### src/rtl/hazard_pkg.sv
// Shared types, forwarding-select encodings and the forwarding helper
// used by the RV32I 5-stage pipeline hazard controller.
package hazard_pkg;

  typedef enum logic [1:0] {
    RUN      = 2'b00,
    LU_STALL = 2'b01,
    MEM_WAIT = 2'b10
  } hz_state_t;

  localparam logic [1:0] FWD_RF  = 2'b00;
  localparam logic [1:0] FWD_MEM = 2'b01;
  localparam logic [1:0] FWD_WB  = 2'b10;

  // The youngest producer (MEM) wins over WB; x0 is never forwarded.
  function automatic logic [1:0] fwd_select(input logic [4:0] rs,
                                            input logic [4:0] rd_m,
                                            input logic       wr_m,
                                            input logic [4:0] rd_w,
                                            input logic       wr_w);
    logic [1:0] sel;
    sel = FWD_RF;
    if (wr_m && (rd_m != 5'd0) && (rd_m == rs))
      sel = FWD_MEM;
    else if (wr_w && (rd_w != 5'd0) && (rd_w == rs))
      sel = FWD_WB;
    return sel;
  endfunction

endpackage

### src/rtl/perf_cnt32.sv
// 32-bit wrapping event counter with asynchronous active-low clear.
module perf_cnt32 (
  input  logic        clk,
  input  logic        rst_n,
  input  logic        en,
  output logic [31:0] count
);

  always_ff @(posedge clk or negedge rst_n) begin
    if (!rst_n)
      count <= '0;
    else if (en)
      count <= count + 32'd1;
  end

endmodule

### src/rtl/hazard_ctrl.sv
// Pipeline hazard controller: load-use stalls, data-memory wait states,
// branch redirects, EX operand forwarding and performance counters.
module hazard_ctrl
  import hazard_pkg::*;
#(
  parameter int LOAD_USE_STALLS = 1,
  parameter int MEM_TIMEOUT     = 1024
) (
  input  logic        clk,
  input  logic        rst_n,
  input  logic [4:0]  rs1_D,
  input  logic [4:0]  rs2_D,
  input  logic        use_rs1_D,
  input  logic        use_rs2_D,
  input  logic [4:0]  rs1_E,
  input  logic [4:0]  rs2_E,
  input  logic [4:0]  rd_E,
  input  logic        mem_read_E,
  input  logic        br_taken_E,
  input  logic [4:0]  rd_M,
  input  logic [4:0]  rd_W,
  input  logic        reg_write_M,
  input  logic        reg_write_W,
  input  logic        dmem_req_M,
  input  logic        dmem_ready_M,
  output logic        bubbleF,
  output logic        bubbleD,
  output logic        bubbleE,
  output logic        bubbleM,
  output logic        bubbleW,
  output logic        flushD,
  output logic        flushE,
  output logic        flushM,
  output logic        flushW,
  output logic [1:0]  fwd1_E,
  output logic [1:0]  fwd2_E,
  output logic [31:0] stall_cycles,
  output logic [31:0] redirects,
  output logic        mem_timeout
);

  localparam logic [1:0]  LU_LOAD   = 2'(LOAD_USE_STALLS - 1);
  localparam logic [16:0] TIMEOUT_W = 17'(MEM_TIMEOUT);

  hz_state_t   state, state_nxt, eff_state;
  logic [1:0]  lu_cnt, lu_cnt_nxt;
  logic [15:0] wait_cnt;
  logic [16:0] wait_cnt_inc;
  logic        mem_wait, lu_haz, redirect_acc;

  assign mem_wait = dmem_req_M & ~dmem_ready_M;
  assign lu_haz   = mem_read_E & (rd_E != 5'd0) &
                    ((use_rs1_D & (rs1_D == rd_E)) | (use_rs2_D & (rs2_D == rd_E)));

  // The cycle leaving MEM_WAIT behaves as whichever state the wait interrupted.
  assign eff_state = (state == MEM_WAIT) ? ((lu_cnt != 2'd0) ? LU_STALL : RUN) : state;

  always_ff @(posedge clk or negedge rst_n) begin
    if (!rst_n) begin
      state  <= RUN;
      lu_cnt <= '0;
    end else begin
      state  <= state_nxt;
      lu_cnt <= lu_cnt_nxt;
    end
  end

  always_comb begin
    state_nxt  = eff_state;
    lu_cnt_nxt = lu_cnt;
    if (mem_wait) begin
      state_nxt = MEM_WAIT;
    end else if (eff_state == LU_STALL) begin
      lu_cnt_nxt = (lu_cnt != 2'd0) ? (lu_cnt - 2'd1) : 2'd0;
      state_nxt  = (lu_cnt <= 2'd1) ? RUN : LU_STALL;
    end else if (lu_haz) begin
      lu_cnt_nxt = LU_LOAD;
      state_nxt  = (LOAD_USE_STALLS > 1) ? LU_STALL : RUN;
    end
  end

  always_comb begin
    bubbleF      = 1'b0;
    bubbleD      = 1'b0;
    bubbleE      = 1'b0;
    bubbleM      = 1'b0;
    bubbleW      = 1'b0;
    flushD       = 1'b0;
    flushE       = 1'b0;
    flushM       = 1'b0;
    flushW       = 1'b0;
    redirect_acc = 1'b0;
    if (!rst_n) begin
      flushD = 1'b1;
      flushE = 1'b1;
      flushM = 1'b1;
      flushW = 1'b1;
    end else if (mem_wait) begin
      bubbleF = 1'b1;
      bubbleD = 1'b1;
      bubbleE = 1'b1;
      bubbleM = 1'b1;
      flushW  = 1'b1;
    end else if ((eff_state == LU_STALL) || lu_haz) begin
      bubbleF = 1'b1;
      bubbleD = 1'b1;
      flushE  = 1'b1;
    end else if (br_taken_E) begin
      flushD       = 1'b1;
      flushE       = 1'b1;
      redirect_acc = 1'b1;
    end
  end

  assign fwd1_E = rst_n ? fwd_select(rs1_E, rd_M, reg_write_M, rd_W, reg_write_W) : FWD_RF;
  assign fwd2_E = rst_n ? fwd_select(rs2_E, rd_M, reg_write_M, rd_W, reg_write_W) : FWD_RF;

  // The timeout flag rises on the same edge that wait_cnt reaches the limit.
  assign wait_cnt_inc = {1'b0, wait_cnt} + 17'd1;

  always_ff @(posedge clk or negedge rst_n) begin
    if (!rst_n) begin
      wait_cnt    <= '0;
      mem_timeout <= 1'b0;
    end else if (mem_wait) begin
      if (wait_cnt != 16'hFFFF)
        wait_cnt <= wait_cnt_inc[15:0];
      if (wait_cnt_inc == TIMEOUT_W)
        mem_timeout <= 1'b1;
    end else begin
      wait_cnt <= '0;
    end
  end

  perf_cnt32 u_stall_cnt (
    .clk   (clk),
    .rst_n (rst_n),
    .en    (bubbleF),
    .count (stall_cycles)
  );

  perf_cnt32 u_redirect_cnt (
    .clk   (clk),
    .rst_n (rst_n),
    .en    (redirect_acc),
    .count (redirects)
  );

endmodule

### config.mk
export PLATFORM = sky130hd
export DESIGN_NAME = hazard_ctrl
export DESIGN_NICKNAME = d
export VERILOG_FILES = /design/src/rtl/hazard_pkg.sv /design/src/rtl/perf_cnt32.sv /design/src/rtl/hazard_ctrl.sv
export SDC_FILE = /design/constraint.sdc
export NUM_CORES = 1
export LEC_CHECK = 0
export ABC_AREA = 1
export BUFFER_PORTS_ARGS = -buffer_cell sky130_fd_sc_hd__buf_2
export CORE_AREA = 3 3 114 116
export DETAILED_ROUTE_END_ITERATION = 7
export DIE_AREA = 0 0 117 119
export PLACE_DENSITY = 0.68
export SLEW_MARGIN = 20
export SYNTH_ARGS = -nofsm -noshare
export SYNTH_HDL_FRONTEND = slang
export SYNTH_HIERARCHICAL = 1
export SYNTH_SLANG_ARGS = --single-unit
### constraint.sdc
create_clock -name clk -period 6 [get_ports clk]
set_input_delay 0.6 -clock clk [delete_from_list [all_inputs] [get_ports clk]]
set_output_delay 0.6 -clock clk [all_outputs]
set_load 0.01 [all_outputs]
# Word-level counts from Yosys, hierarchy flattened

Cells that the tools add are included.

Register bits after elaboration: 85
Bits of input ports: 45
Output and inout port bits: 78
Word-level logic and storage cells: 76

Add/sub/neg operators: 4
Order comparisons: 1
Equality and inequality tests: 11
Multiplexer cells: 32
Bitwise gates (word level): 8
Reduce and logical (&&, ||, !) cells: 14

Operators by type and width:

| operator                                                        | count |
|---|---|
| adder 32 x 1 -> 32 bit (second input constant)                  | 2 |
| 2-to-1 mux 16 bit                                               | 2 |
| == test 5 bit                                                   | 6 |
| 2-to-1 mux 2 bit                                                | 13 |
| adder 16 x 1 -> 17 bit (second input constant)                  | 1 |
| == test 17 x 11 -> 1 bit (second input constant)                | 1 |
| 2-to-1 mux 1 bit                                                | 17 |
| != test 16 bit (second input constant)                          | 1 |
| nonzero test 5 bit                                              | 3 |
| logical AND 1 bit                                               | 6 |
| AND 1 bit                                                       | 5 |
| AND reduction 2 bit                                             | 2 |
| nonzero test 2 bit                                              | 2 |
| == test 2 x 1 -> 1 bit (second input constant)                  | 1 |
| == test 2 bit (second input constant)                           | 1 |
| less-or-equal comparator 2 x 1 -> 1 bit (second input constant) | 1 |
| != test 2 x 1 -> 1 bit (second input constant)                  | 1 |
| NOT 1 bit                                                       | 2 |
| subtractor 2 x 1 -> 2 bit (second input constant)               | 1 |
| logical OR 1 bit                                                | 1 |
| OR 1 bit                                                        | 1 |

# Longest topological paths before layout

Depth after elaboration: 8
Depth in mapped cells: 16
Mapped depth without buffers: 16

# Hierarchy

The synthesis kept the hierarchy.

By module, submodules not included:

| module      | instances | cells an instance | area an instance (um2) |
|---|---|---|---|
| perf_cnt32  | 2         | 229               | 1761.7 |
| hazard_ctrl | 1         | 291               | 1830.5 |

# Worst setup path after synthesis

Ideal clock, no wire load.

Path kind: input-to-reg
From: input port dmem_req_M
To: register u_stall_cnt.count[29]
Library setup time: 117 ps
Arrival time: 2492 ps
Required time: 5883 ps
Path slack: 3391 ps
Stages: 12
Path through: inv_1 > nor2_1 > inv_1 > clkbuf_1 > a31oi_1 > inv_2 > nor2_2 > nand3_2 > nor2_4 > nand2_1 > nand2_1 > nand2_1

Word-level cells in the longest chain between the ends: 3

RTL lines:

| element                       | line              | text |
|---|---|---|
| start, declared               | hazard_ctrl.sv:24 | `input logic dmem_req_M,` |
| AND 1 bit                     | hazard_ctrl.sv:51 | `assign mem_wait = dmem_req_M & ~dmem_ready_M;` |
| 2-to-1 mux 1 bit (2 in a row) | n/a               |  |
| named net bubbleD             | hazard_ctrl.sv:27 | `output logic bubbleD,` |
| end signal, assigned          | perf_cnt32.sv:13  | `count <= count + 32'd1;` |
| end, declared                 | perf_cnt32.sv:6   | `output logic [31:0] count` |

The timed path passes the listed nets, and every way through them passes these cells.
A chain may end at the register's enable or synchronous reset.

# Worst setup path in the final report

From: input port dmem_ready_M
To: output port bubbleF

Word-level cells in the longest chain between the ends: 4

RTL lines:

| element          | line              | text |
|---|---|---|
| start, declared  | hazard_ctrl.sv:25 | `input logic dmem_ready_M,` |
| NOT 1 bit        | hazard_ctrl.sv:51 |  |
| AND 1 bit        | hazard_ctrl.sv:51 |  |
| 2-to-1 mux 1 bit | hazard_ctrl.sv:98 | `end else if (mem_wait) begin` |
| 2-to-1 mux 1 bit | hazard_ctrl.sv:93 | `if (!rst_n) begin` |
| end, declared    | hazard_ctrl.sv:26 | `output logic bubbleF,` |

No other way between the ends.

==> out/results.txt <==
Pins Over Slew Limit: 0
Vias in the first global route: 4673
WS Path Type: in -> out
Final period utilization: 50.4%
Post-DP HPWL: 10.4 mm
Die Wd: 117 um
# hold bufs at CTS: 0
Clk slew on worst S/H paths: 0.06 ns
Die Ht: 119 um
Fin. Hold Viols: 0
Peak supply drop: 0.172 mV
Reg2reg start: lu_cnt[1]
RSZ-0062 raised after global routing: no
Leakage: 3.21 nW
Synth area leader: dfrtp_1
Post-synth EDFFs: 0
# DRC: 0
Synthesized instance count: 749
HP Class: in -> async
Die area: 0.0139 sq mm
Final ANT Viol Nets: 0
Routed wire per std cell: 12.9 um
Global-route wire length before repair: 22.2 mm
# port buffers: 121
CORE AREA: 0.0120 sq mm
DP Area: 0.00611 sq mm
Clock latency on the worst-skew pair: 0.34 ns
Total GRT Usage: 19.8%
WP data required: 5.40 ns
Count leader, synth: nand2_1
Setup bufs post-CTS: 0
Resize count post-CTS: 0
Synth top area share: 39.7%
Vias/cell: 4.86
Root buffer cell: clkbuf_16
Drt total wl: 13.2 mm
Area added between synthesis and finish: 19.5%
Final Skew: 0.00507 ns
Nets: 924
Pwr dens: 224 mW/mm^2
CTS tree: done
Outcome: complete, no violations
Pre-antenna DRT Iters: 5
CTS Buffer Depth: 2
Initial antenna violation count: 0
Worst EP arrival: 2.43 ns
N_diodes: 0
CTS buffer count: 9
Worst setup path start: dmem_ready_M
Synth top area cells: dfrtp_1, nand2_1, nor2_1
Synth unique cells: 29
I/O pin count: 123
Min Tclk post-route: 3.03 ns
DRT iter0 DRCs: 229
Number of synthesis warnings: 6
H-tree depth: 3
RD Place Congestion: 0.878
Peak Freq: 331 MHz
Post-synthesis sequential area ratio: 39.7%
Worst slew margin: 50.6%
Clk sinks: 85
Post-Place Cells: 1012
Fin cells: 1026
Crit Path Max Fanout: 23
Design area: 0.00640 sq mm
Post-Syn Nets: 797
Largest net degree at the start of global routing: 58
Vias: 4987
Post-synth top cells: nand2_1, nor2_1, dfrtp_1
Design Power: 0.00144 W
Share of cells above drive strength 1: 21.2%
Post-Syn Area: 0.00535 sq mm
Global route total overflow: 0
Syn_area_per_cell: 7.15 sq um
Maxcap violations: 0
Slew @ Worst Pin: 0.741 ns
Yosys reg bits: 85
Critical path endpoint category: output pin
Placement row count: 40
Final setup vio count: 0
Initial Util: 44.6%
Synth async-reset ratio: 100%
Startpoint Class: input port
TNS Setup: 0 ns
Top_reg_cell synth: dfrtp_1
==> state kept, by name, summed over array words and instances, names as in the netlist <==
name,flops
mem_timeout,1
wait_cnt,16
lu_cnt,2
u_redirect_cnt/count,32
state,2
u_stall_cnt/count,32
==> logic make-up (layout without fill, tap and decap cells) <==
group	after synthesis	after routing	synth area share, %
AOI/OAI and AO/OA	33	33	3.27
xor gates and xnor gates	53	53	8.67
other	1	1	0.0700
adders and majority gates	3	3	0.701
DFF	85	85	39.7
buffers and inverters	93	223	6.87
and+or+nand+nor	481	481	40.7
==> critical path: stages <==
cell and delay, ns:
buf_2 0.09, nor2_1 0.34, inv_1 0.42, a31oi_1 0.71, buf_2 0.25
==> power breakdown <==
part | internal [W] | leakage [nW] | total (W) | switching (W)
Sequential | 0.000615 | 1.16 | 0.000675 | 0.0000601
Clock | 0.000320 | 0.144 | 0.000532 | 0.000212
Combinational | 0.0000911 | 1.91 | 0.000228 | 0.000137
==> cells in the final DEF (no fill, tap or decap), types with 13 or more instances in the layout <==
cell type,n
xnor2_1,21
inv_1,84
dfrtp_1,85
nor2_2,20
nand2_1,247
buf_2,120
nand4_1,13
xor2_1,32
nand3_1,52
o21ai_0,20
nor2_1,94
==> stage by stage <==
stage,hold WS (ns),util [%],setup slack [ns]
global placement,0.450,50.9,2.98
finish,0.186,53.3,2.97
detailed placement,0.453,50.9,2.82
global route,0.208,53.3,2.79
CTS,0.195,53.3,2.92
floorplan,0.304,-,3.39
==> final cells by class <==
cell class / count / area, sq um
clock buffers: 13 / 280
flip-flops and latches: 85 / 2130
clock inverters: 1 / 5.00
well taps: 147 / 184
fillers: 1172 / 5610
repair buffers: 122 / 616
multi-input cells: 571 / 2860
inverters: 87 / 327
==> path summary, 6_finish.rpt <==
| kind | to | slack (ns) | depth (start not counted) |
|---|---|---|---|
| max | bubbleF | 2.97 | 5 |
| min | wait_cnt[15] | 0.19 | 1 |
| max reg2reg | u_redirect_cnt/count[29] | 3.73 | 12 |
| min reg2reg | mem_timeout | 0.46 | 2 |
| max in group asynchronous | u_stall_cnt/count[18] | 4.71 | 2 |
| min in group clk | mem_timeout | 0.46 | 2 |
==> per-layer routing <==
layer	track usage (%)	vias to the layer above	share of wire, %
met5	0	-	0
met4	5.23	0	1.1
met3	4.83	11	4.9
li1	-	2597	-
met1	26.8	2265	47
met2	31.7	114	47
Power figures use the tool's default switching activity.
